File: src/rtl/approx_mult_pkg.sv
// Shared definitions for the approximate recursive multiplier: mode encoding,
// leaf geometry and the per-leaf approximation policy.
package approx_mult_pkg;

  typedef enum logic [1:0] {
    MODE_EXACT = 2'd0,
    MODE_LOW   = 2'd1,
    MODE_ALL   = 2'd2,
    MODE_RSVD  = 2'd3
  } mode_e;

  localparam int unsigned LEAF_W = 4;
  localparam int unsigned LEAF_P = 2 * LEAF_W;

  // Reserved mode behaves as exact.
  function automatic mode_e norm_mode(input logic [1:0] m);
    mode_e r;
    r = mode_e'(m);
    if (r == MODE_RSVD) r = MODE_EXACT;
    return r;
  endfunction

  // LOW approximates only leaves whose weight lies in the lower half of the
  // operand width, i.e. those that cannot touch the upper product bits much.
  function automatic logic leaf_approx_en(input int unsigned i, input int unsigned j,
                                          input mode_e mode, input int unsigned width);
    logic en;
    en = 1'b0;
    unique case (mode)
      MODE_ALL: en = 1'b1;
      MODE_LOW: en = (LEAF_W * (i + j)) < (width / 2);
      default:  en = 1'b0;
    endcase
    return en;
  endfunction

endpackage

File: src/rtl/approx_recursive_mult_pipe_leaf.sv
// 4x4 leaf multiplier: exact product or the approximate compressor tree,
// selected by approx_en. Purely combinational.
module approx_mult4x4_leaf (
  input  logic [3:0] a,
  input  logic [3:0] b,
  input  logic       approx_en,
  output logic [7:0] p
);

  logic [3:0][3:0] pp;
  logic [7:0]      p_exact;
  logic [7:0]      p_apx;
  logic s1, c1, p20, g20, s2, c2, g3, p21, p30, s3, c3;
  logic p31, g31, s4, c4, s5, c5, s6, c6;

  // Partial products and the approximate column reduction.
  always_comb begin
    for (int unsigned x = 0; x < 4; x++) begin
      for (int unsigned y = 0; y < 4; y++) begin
        pp[x][y] = a[x] & b[y];
      end
    end
    p_exact = {4'b0000, a} * {4'b0000, b};

    s1  = pp[0][1] ^ pp[1][0];
    c1  = pp[0][1] & pp[1][0];
    p20 = pp[2][0] | pp[0][2];
    g20 = pp[2][0] & pp[0][2];
    s2  = p20 | pp[1][1];
    c2  = g20 | c1;
    g3  = (pp[3][0] & pp[0][3]) | (pp[2][1] & pp[1][2]);
    p21 = pp[2][1] | pp[1][2];
    p30 = pp[3][0] | pp[0][3];
    s3  = c2 | p21 | p30;
    c3  = (c2 & g3) | (p21 & p30);
    p31 = pp[3][1] | pp[1][3];
    g31 = pp[3][1] & pp[1][3];
    s4  = p31 | pp[2][2];
    c4  = g31 | (pp[2][2] & c3);
    s5  = pp[3][2] ^ pp[2][3] ^ c4;
    c5  = (pp[3][2] & pp[2][3]) | (c4 & (pp[3][2] ^ pp[2][3]));
    s6  = pp[3][3] ^ c5;
    c6  = pp[3][3] & c5;
    p_apx = {c6, s6, s5, s4, s3, s2, s1, pp[0][0]};

    p = approx_en ? p_apx : p_exact;
  end

endmodule

File: src/rtl/approx_recursive_mult_pipe.sv
// Three-stage pipelined recursive multiplier built from a grid of 4x4 leaves.
// S1 registers operands, S2 registers leaf products, S3 registers the
// shifted sum. A single advance signal stalls the whole pipe on backpressure.
module approx_recursive_mult_pipe
  import approx_mult_pkg::*;
#(
  parameter int unsigned WIDTH = 8
) (
  input  logic               clk,
  input  logic               rst,
  input  logic               in_valid,
  output logic               in_ready,
  input  logic [WIDTH-1:0]   a,
  input  logic [WIDTH-1:0]   b,
  input  logic [1:0]         mode,
  output logic               out_valid,
  input  logic               out_ready,
  output logic [2*WIDTH-1:0] y,
  output logic [1:0]         out_mode
);

  localparam int unsigned N = WIDTH / LEAF_W;

  logic             advance;
  logic [WIDTH-1:0] a1, b1;
  mode_e            mode1, mode2;
  logic             v1, v2;
  logic [LEAF_P-1:0] p_leaf [N][N];
  logic [LEAF_P-1:0] p2     [N][N];
  logic [2*WIDTH-1:0] sum;

  assign advance  = !out_valid || out_ready;
  assign in_ready = advance;

  // S1: operand capture; bubbles are captured too and tracked by v1.
  always_ff @(posedge clk or posedge rst) begin
    if (rst) begin
      a1    <= '0;
      b1    <= '0;
      mode1 <= MODE_EXACT;
      v1    <= 1'b0;
    end else if (advance) begin
      a1    <= a;
      b1    <= b;
      mode1 <= norm_mode(mode);
      v1    <= in_valid;
    end
  end

  for (genvar gi = 0; gi < N; gi++) begin : g_row
    for (genvar gj = 0; gj < N; gj++) begin : g_col
      logic en;
      assign en = leaf_approx_en(gi, gj, mode1, WIDTH);
      approx_mult4x4_leaf u_leaf (
        .a         (a1[gi*LEAF_W +: LEAF_W]),
        .b         (b1[gj*LEAF_W +: LEAF_W]),
        .approx_en (en),
        .p         (p_leaf[gi][gj])
      );
    end
  end

  // S2: register the leaf product grid.
  always_ff @(posedge clk or posedge rst) begin
    if (rst) begin
      for (int unsigned i = 0; i < N; i++) begin
        for (int unsigned j = 0; j < N; j++) begin
          p2[i][j] <= '0;
        end
      end
      mode2 <= MODE_EXACT;
      v2    <= 1'b0;
    end else if (advance) begin
      for (int unsigned i = 0; i < N; i++) begin
        for (int unsigned j = 0; j < N; j++) begin
          p2[i][j] <= p_leaf[i][j];
        end
      end
      mode2 <= mode1;
      v2    <= v1;
    end
  end

  // Recombine leaves at their nibble weights; full width so no carry is lost.
  always_comb begin
    sum = '0;
    for (int unsigned i = 0; i < N; i++) begin
      for (int unsigned j = 0; j < N; j++) begin
        sum = sum + ((2*WIDTH)'(p2[i][j]) << (LEAF_W * (i + j)));
      end
    end
  end

  // S3: result register; a bubble leaves y and out_mode at their last value.
  always_ff @(posedge clk or posedge rst) begin
    if (rst) begin
      y         <= '0;
      out_mode  <= '0;
      out_valid <= 1'b0;
    end else if (advance) begin
      out_valid <= v2;
      if (v2) begin
        y        <= sum;
        out_mode <= mode2;
      end
    end
  end

endmodule

File: config.mk
export PLATFORM = sky130hd
export DESIGN_NAME = approx_recursive_mult_pipe
export DESIGN_NICKNAME = d
export VERILOG_FILES = /design/src/rtl/approx_mult_pkg.sv /design/src/rtl/approx_recursive_mult_pipe_leaf.sv /design/src/rtl/approx_recursive_mult_pipe.sv
export SDC_FILE = /design/constraint.sdc
export NUM_CORES = 1
export LEC_CHECK = 0
export ABC_AREA = 1
export CAP_MARGIN = 20
export CELL_PAD_IN_SITES_DETAIL_PLACEMENT = 0
export CELL_PAD_IN_SITES_GLOBAL_PLACEMENT = 1
export CORE_MARGIN = 3
export CORE_UTILIZATION = 40
export CTS_CLUSTER_SIZE = 28
export DETAILED_ROUTE_END_ITERATION = 8
export GPL_TIMING_DRIVEN = 0
export PLACE_DENSITY_LB_ADDON = 0.1
export SKIP_LAST_GASP = 1
export SLEW_MARGIN = 20
export SYNTH_ARGS = -nofsm -noshare
export SYNTH_HDL_FRONTEND = slang
export SYNTH_SLANG_ARGS = --single-unit
export TNS_END_PERCENT = 20
File: constraint.sdc
create_clock -name clk -period 2.7 [get_ports clk]
set_input_delay 0.675 -clock clk [delete_from_list [all_inputs] [get_ports clk]]
set_output_delay 0.675 -clock clk [all_outputs]
set_load 0.1 [all_outputs]
==> results.toml, run 1 <==
[status]
status = "finished, final reports clean"

[synthesis]
ys_seq_elements = 73
synth_top_area_frac = 0.312
synth.yosys.seq_area_share = 0.312
syn_area_um2 = 5860
synth_top_area_cell = "dfrtp_1"
syn_nets = 894
synth_edf_count = 0
synth_ff_type = "dfrtp_1"
synthArstFlopShare = 1.00
yosys-top-cells-count = "nand2_1, inv_1, dfrtp_1, ha_1, nand3_1"
yosys_warnings = 0
syn_avg_cell_area_um2 = 7.50
ys_top_cells_by_area = "dfrtp_1, nand2_1, ha_1"
synth.most_common_cell = "nand2_1"
synthCells = 782
synth_cell_types = 32

[clocking]
clkTransAtPathRegs_ns = 0.06
cts_buffer_depth = 2
cts-root-buf = "clkbuf_16"
htree_levels = 3
cts_buffers = 9
clock-sinks = 73
cts_tree = "done"
clk_latency_ns = 0.34

[global_routing]
grt-ovfl-total = 0
grt_use_total = 0.192
grt_max_degree = 58
antenna_found_initial = 0
first_global_vias = 4834
grt_pass1_wl_um = 24600

[die]
design.core.area_um2 = 14100
pin_count = 42
initial_utilization = 0.416
die_area_um2 = 16100
die_w_um = 127
fp.dieH_um = 127
std_cell_rows = 43

[timing]
rsz0062_at_grt = "true"
whs_ns = 0.474
fmax_ghz = 0.371
worst_pin_slew_ns = 0.983
slew_headroom = 0.343
drv_slew = 0
period_minus_slack_ns = 2.69
clock_skew_ns = 0.00648
period_share = 0.998
setup_viol = 0
fin_tns_setup_ns = 0
finalHoldViolCount = 0

[place]
hpwl_um = 11700
port_buffers = 41
place.detailed.instances = 1004
gp_congestion = 0.875

[power_and_ir_drop]
p_per_area_nw_per_um2 = 1260
swShare = 0.516
seqPwrFrac = 0.199
leakage_nw = 4.03
intPower_w = 0.00434
clkPwrFrac = 0.133
power_frac_comb = 0.668
power.switching_w = 0.00463
vdd_drop_max_mv = 0.482

[route]
wl_met1_um = 7230
wl_per_cell_um = 14.8
antenna_left = 0
vias = 5074
routed-wl-met3_um = 666
firstDrtPassIters = 4
viasPerCell = 4.93
drt-total-wl_um = 15200
drc = 0
drt_iter0_markers = 266
wl_met2_um = 7140
top_layer = "met4"

[critical_path]
cp.arrival_ns = 2.91
rr_startpoint = "b1[3]"
cp-start-kind = "register"
cp.required_ns = 2.92
crit_path_end_kind = "register"
reg2reg_to = "p2[13]"
worstSetupPathType = "reg -> reg"
rrSetupSlack_ns = 0.006
reg2regPathDepth = 13
cp_max_fo = 6

[worst_hold_path]
hold_depth = 2
min_to = "y[5]"
min-delay-start = "y[5]"
worst_hold_path_type = "reg -> reg"

[finish]
nets = 957
drive_gt1_frac = 0.121
utilization = 0.505
area_growth_pct = 21.5
diodes = 0
instances_no_fill = 1030

[run]
maxCapViolCount = 0
[cell type report]
type | instances | area (µm²)
Fill cell | 1389 | 6970
Multi-Input combinational cell | 567 | 3600
Sequential cell | 73 | 1830
Timing Repair Buffer | 53 | 526
Inverter | 109 | 414
Buffer | 32 | 231
Clock buffer | 10 | 229
Tap cell | 180 | 225
Clock inverter | 6 | 67.6
[critical path: stages, from the launching register on]
cell	delay, ns
dfrtp_1	0.34
buf_6	0.15
nand2_4	0.07
fa_1	0.53
inv_1	0.05
fa_2	0.59
ha_4	0.21
nand2_1	0.07
inv_1	0.05
nand2_1	0.05
nand2_1	0.05
or2_2	0.28
nand3_2	0.07
a21oi_1	0.06
[power groups by stage]
stage | logic, W | registers [W] | clock network [W]
after floorplan | 0.00337 | 0.00267 | 0
after global placement | 0.00563 | 0.00178 | 0
after detailed placement | 0.00567 | 0.00180 | 0
after CTS | 0.00580 | 0.00178 | 0.00123
after global routing | 0.00674 | 0.00183 | 0.00128
final | 0.00600 | 0.00179 | 0.00119
[timing repair]
item,in CTS,in global routing
hold buffers,0,0
endpoints found under the hold margin,0,0
setup endpoints to repair,21,21
cloned,0,2
pin swaps,5,11
resized for setup,27,38
setup buffers,2,7
[stage by stage]
step | instance area (µm²) | total power [W] | worst slack (ns)
floorplan | 5860 | 0.00604 | 0.0678
global placement | 6500 | 0.00741 | -1.09
detailed placement | 6530 | 0.00746 | -0.991
CTS | 6910 | 0.00881 | -0.0541
global route | 7120 | 0.00985 | -0.103
finish | 7120 | 0.00897 | 0.00599
[kinds of logic after synthesis]
kind of cell / count (synthesis) / share of synthesized area
flip-flops: 73 / 0.312
adder cells (fa/ha/maj): 90 / 0.229
XOR/XNOR: 5 / 0.00747
AO/OA/AOI/OAI: 83 / 0.0794
AND/OR/NAND/NOR: 389 / 0.273
buffers and inverters: 142 / 0.0999
[layer usage]
layer,global-route usage,up-vias
li1,-,2607
met1,0.267,2370
met2,0.311,80
met3,0.0376,17
met4,0.0423,0
met5,0,-
[state kept, by name, indices dropped and copies added (netlist names)]
name / count
v1: 1
p2: 32
mode1: 2
out_mode: 2
mode2: 2
out_valid: 1
v2: 1
b1: 8
y: 16
a1: 8
[cell usage in the layout (no fill, tap or decap), drive strengths merged, types with 3 or more instances in the layout]
| cell type | netlist | layout |
|---|---|---|
| a21oi | 25 | 25 |
| a22oi | 4 | 4 |
| a31oi | 4 | 4 |
| buf | 32 | 44 |
| clkbuf | 1 | 11 |
| clkdlybuf4s50 | 0 | 40 |
| dfrtp | 73 | 73 |
| fa | 29 | 29 |
| ha | 61 | 61 |
| inv | 109 | 110 |
| nand2 | 284 | 284 |
| nand3 | 46 | 46 |
| nand3b | 3 | 3 |
| nand4 | 14 | 14 |
| nor2 | 34 | 34 |
| o21ai | 37 | 37 |
| o21bai | 4 | 4 |
| o22ai | 4 | 4 |
| or2 | 6 | 6 |
| xor2 | 4 | 4 |
[worst max-delay path by stage]
stage / from / to
6_report: b1[3] / p2[13]
5_1_grt: b1[3] / p2[13]
4_1_cts: out_ready / in_ready
3_5_place_dp: out_ready / in_ready
3_3_place_gp: rst / a1[5]
2_1_floorplan: b1[3] / p2[13]
Note: power is estimated with default switching activity, not from simulation.
==> run 2: changes to the inputs <==
--- a/config.mk
+++ b/config.mk
@@ -9,7 +9,7 @@
 export CAP_MARGIN = 20
 export CELL_PAD_IN_SITES_DETAIL_PLACEMENT = 0
 export CELL_PAD_IN_SITES_GLOBAL_PLACEMENT = 1
-export CORE_MARGIN = 3
+export CORE_MARGIN = 5
 export CORE_UTILIZATION = 40
 export CTS_CLUSTER_SIZE = 28
 export DETAILED_ROUTE_END_ITERATION = 8
==> results.toml, run 2 (synthesis gave the netlist of run 1 again) <==
[finish]
largest-register = "p2"
final_common_cell = "nand2_1"
largest_reg_flops = 32
drive_gt1_frac = 0.143
diodes = 0
area_growth_pct = 24.0
nets = 977
instances_no_fill = 1054
fillerInstances = 1485
largestRegisters = "p2 x32, y x16"
layout_common_cells = "nand2_1, inv_1, dfrtp_1, ha_1, nand3_1"

[timing]
finalHoldViolCount = 0
period_minus_slack_ns = 2.74
worst_pin_slew_ns = 0.970
slew_headroom = 0.351
fin_tns_setup_ns = -0.0617
setup_slack_ns = -0.0425
drv_slew = 0
clock_skew_ns = 0.00737
whs_ns = 0.472
setup_viol = 2
rsz0062_at_grt = "true"
fmax_ghz = 0.365
period_share = 1.02

[place]
hpwl_um = 11900
gp_congestion = 0.865
place_ws_ns = -0.993
place.detailed.instances = 1008
port_buffers = 41

[route]
firstDrtPassIters = 4
vias = 5180
antenna_left = 0
wl_per_cell_um = 14.9
drt_iter0_markers = 298
drt-total-wl_um = 15700
drc = 0
viasPerCell = 4.91

[global_routing]
antenna_found_initial = 0
grt_pass1_wl_um = 25100
first_global_vias = 5051
grt_max_degree = 56
grt_use_total = 0.190
grt-ovfl-total = 0

[critical_path]
path_depth = 10
cp_top_family = "adder cells"
crit_buf_inv = 3
cp.arrival_ns = 2.95
crit_chain = "buf_6 -> buf_12 -> nand2_2 -> fa_1 -> inv_1 -> fa_1 -> fa_2 -> xor2_1 -> o211ai_1 -> o21ai_1"
cp.required_ns = 2.91
cp_common_cell = "fa_1"
cp_max_fo = 5
worst_path_max_delay_cell = "fa_1"
reg2reg_to = "p2[28]"
worstSetupPathType = "reg -> reg"
reg2regPathDepth = 10
crit_path_end_kind = "register"
max_stage_delay_ns = 0.52
cp-start-kind = "register"
rr_startpoint = "a1[1]"
rrSetupSlack_ns = -0.04

[die]
fp.dieH_um = 131
design.core.area_um2 = 14500
die_area_um2 = 17200
std_cell_rows = 44
initial_utilization = 0.405
die_w_um = 131
pin_count = 42

[run]
maxCapViolCount = 0

[clocking]
cts_buffer_depth = 2
cts_buffers = 9
cts_tree = "done"
clock-sinks = 73
clk_latency_ns = 0.34
clkTransAtPathRegs_ns = 0.06
cts-root-buf = "clkbuf_16"
htree_levels = 3

[worst_hold_path]
worst_hold_path_type = "reg -> reg"
hold_depth = 2
min_to = "out_mode[0]"
min-delay-start = "out_mode[0]"

[power_and_ir_drop]
power_w = 0.00912
p_per_area_nw_per_um2 = 1250
vdd_drop_max_mv = 0.453
leakage_nw = 4.13

[status]
violations = "setup timing"
status = "finished with violations"
run 2: cell types whose count changed in the layout (fill, tap and decap cells not counted), moves of 2 or more:
cell     change
ha_4         -2
a21oi_2      +2
a21oi_1      -2
buf_4       +17
buf_2        -2
ha_1         +3
buf_6        +4
inv_1        -3
inv_2        +4
run 2: layout make-up:
class	count	area, µm²	share of cell area
Sequential cell	73	1830	0.251
Tap cell	184	230	0.0317
Buffer	32	246	0.0339
Timing Repair Buffer	73	678	0.0933
Inverter	109	412	0.0566
Multi-Input combinational cell	567	3580	0.493
Clock inverter	6	67.6	0.00929
Clock buffer	10	229	0.0315
run 2: timing repair:
action,in CTS,in global routing
pin swaps,11,20
hold buffers,0,0
setup endpoints to repair,21,21
setup buffers,13,18
hold endpoints to repair,0,0
gates resized for setup,38,29
run 2: metrics by stage:
stage / instance area [µm²] / utilization
5_1_grt: 7270 / 0.502
3_5_place_dp: 6530 / 0.451
4_1_cts: 7030 / 0.486
6_report: 7270 / 0.502
2_1_floorplan: 5860 / -
3_3_place_gp: 6500 / 0.449
run 2: worst reg2reg max path: cells and delay by family (launching register included):
kind            cells  cell delay [ns]
compound gates      2             0.38
xor+xnor            1             0.15
flops               1             0.34
fa+ha+maj           3             1.39
simple gates        1             0.06
buf+inv             3             0.29
run 2: worst max path at each step:
stage,start,end,slack [ns]
5_1_grt,a1[1],p2[28],-0.11
4_1_cts,a1[4],p2[13],-0.04
3_3_place_gp,rst,a1[4],-1.09
6_report,a1[1],p2[28],-0.04
2_1_floorplan,b1[3],p2[13],0.07
3_5_place_dp,out_ready,in_ready,-0.99
run 2: power by group:
part           total [W]  internal (W)  switching (W)
logic            0.00611       0.00219        0.00392
clock network    0.00122      0.000720       0.000502
registers        0.00179       0.00153       0.000261
run 2: routing by layer:
layer | vias up | part of all wire | GRT usage
met2 | 82 | 0.49 | 0.328
met5 | - | 0 | 0
met4 | 0 | 0.012 | 0.0375
met1 | 2446 | 0.47 | 0.252
li1 | 2638 | - | -
met3 | 14 | 0.031 | 0.0332
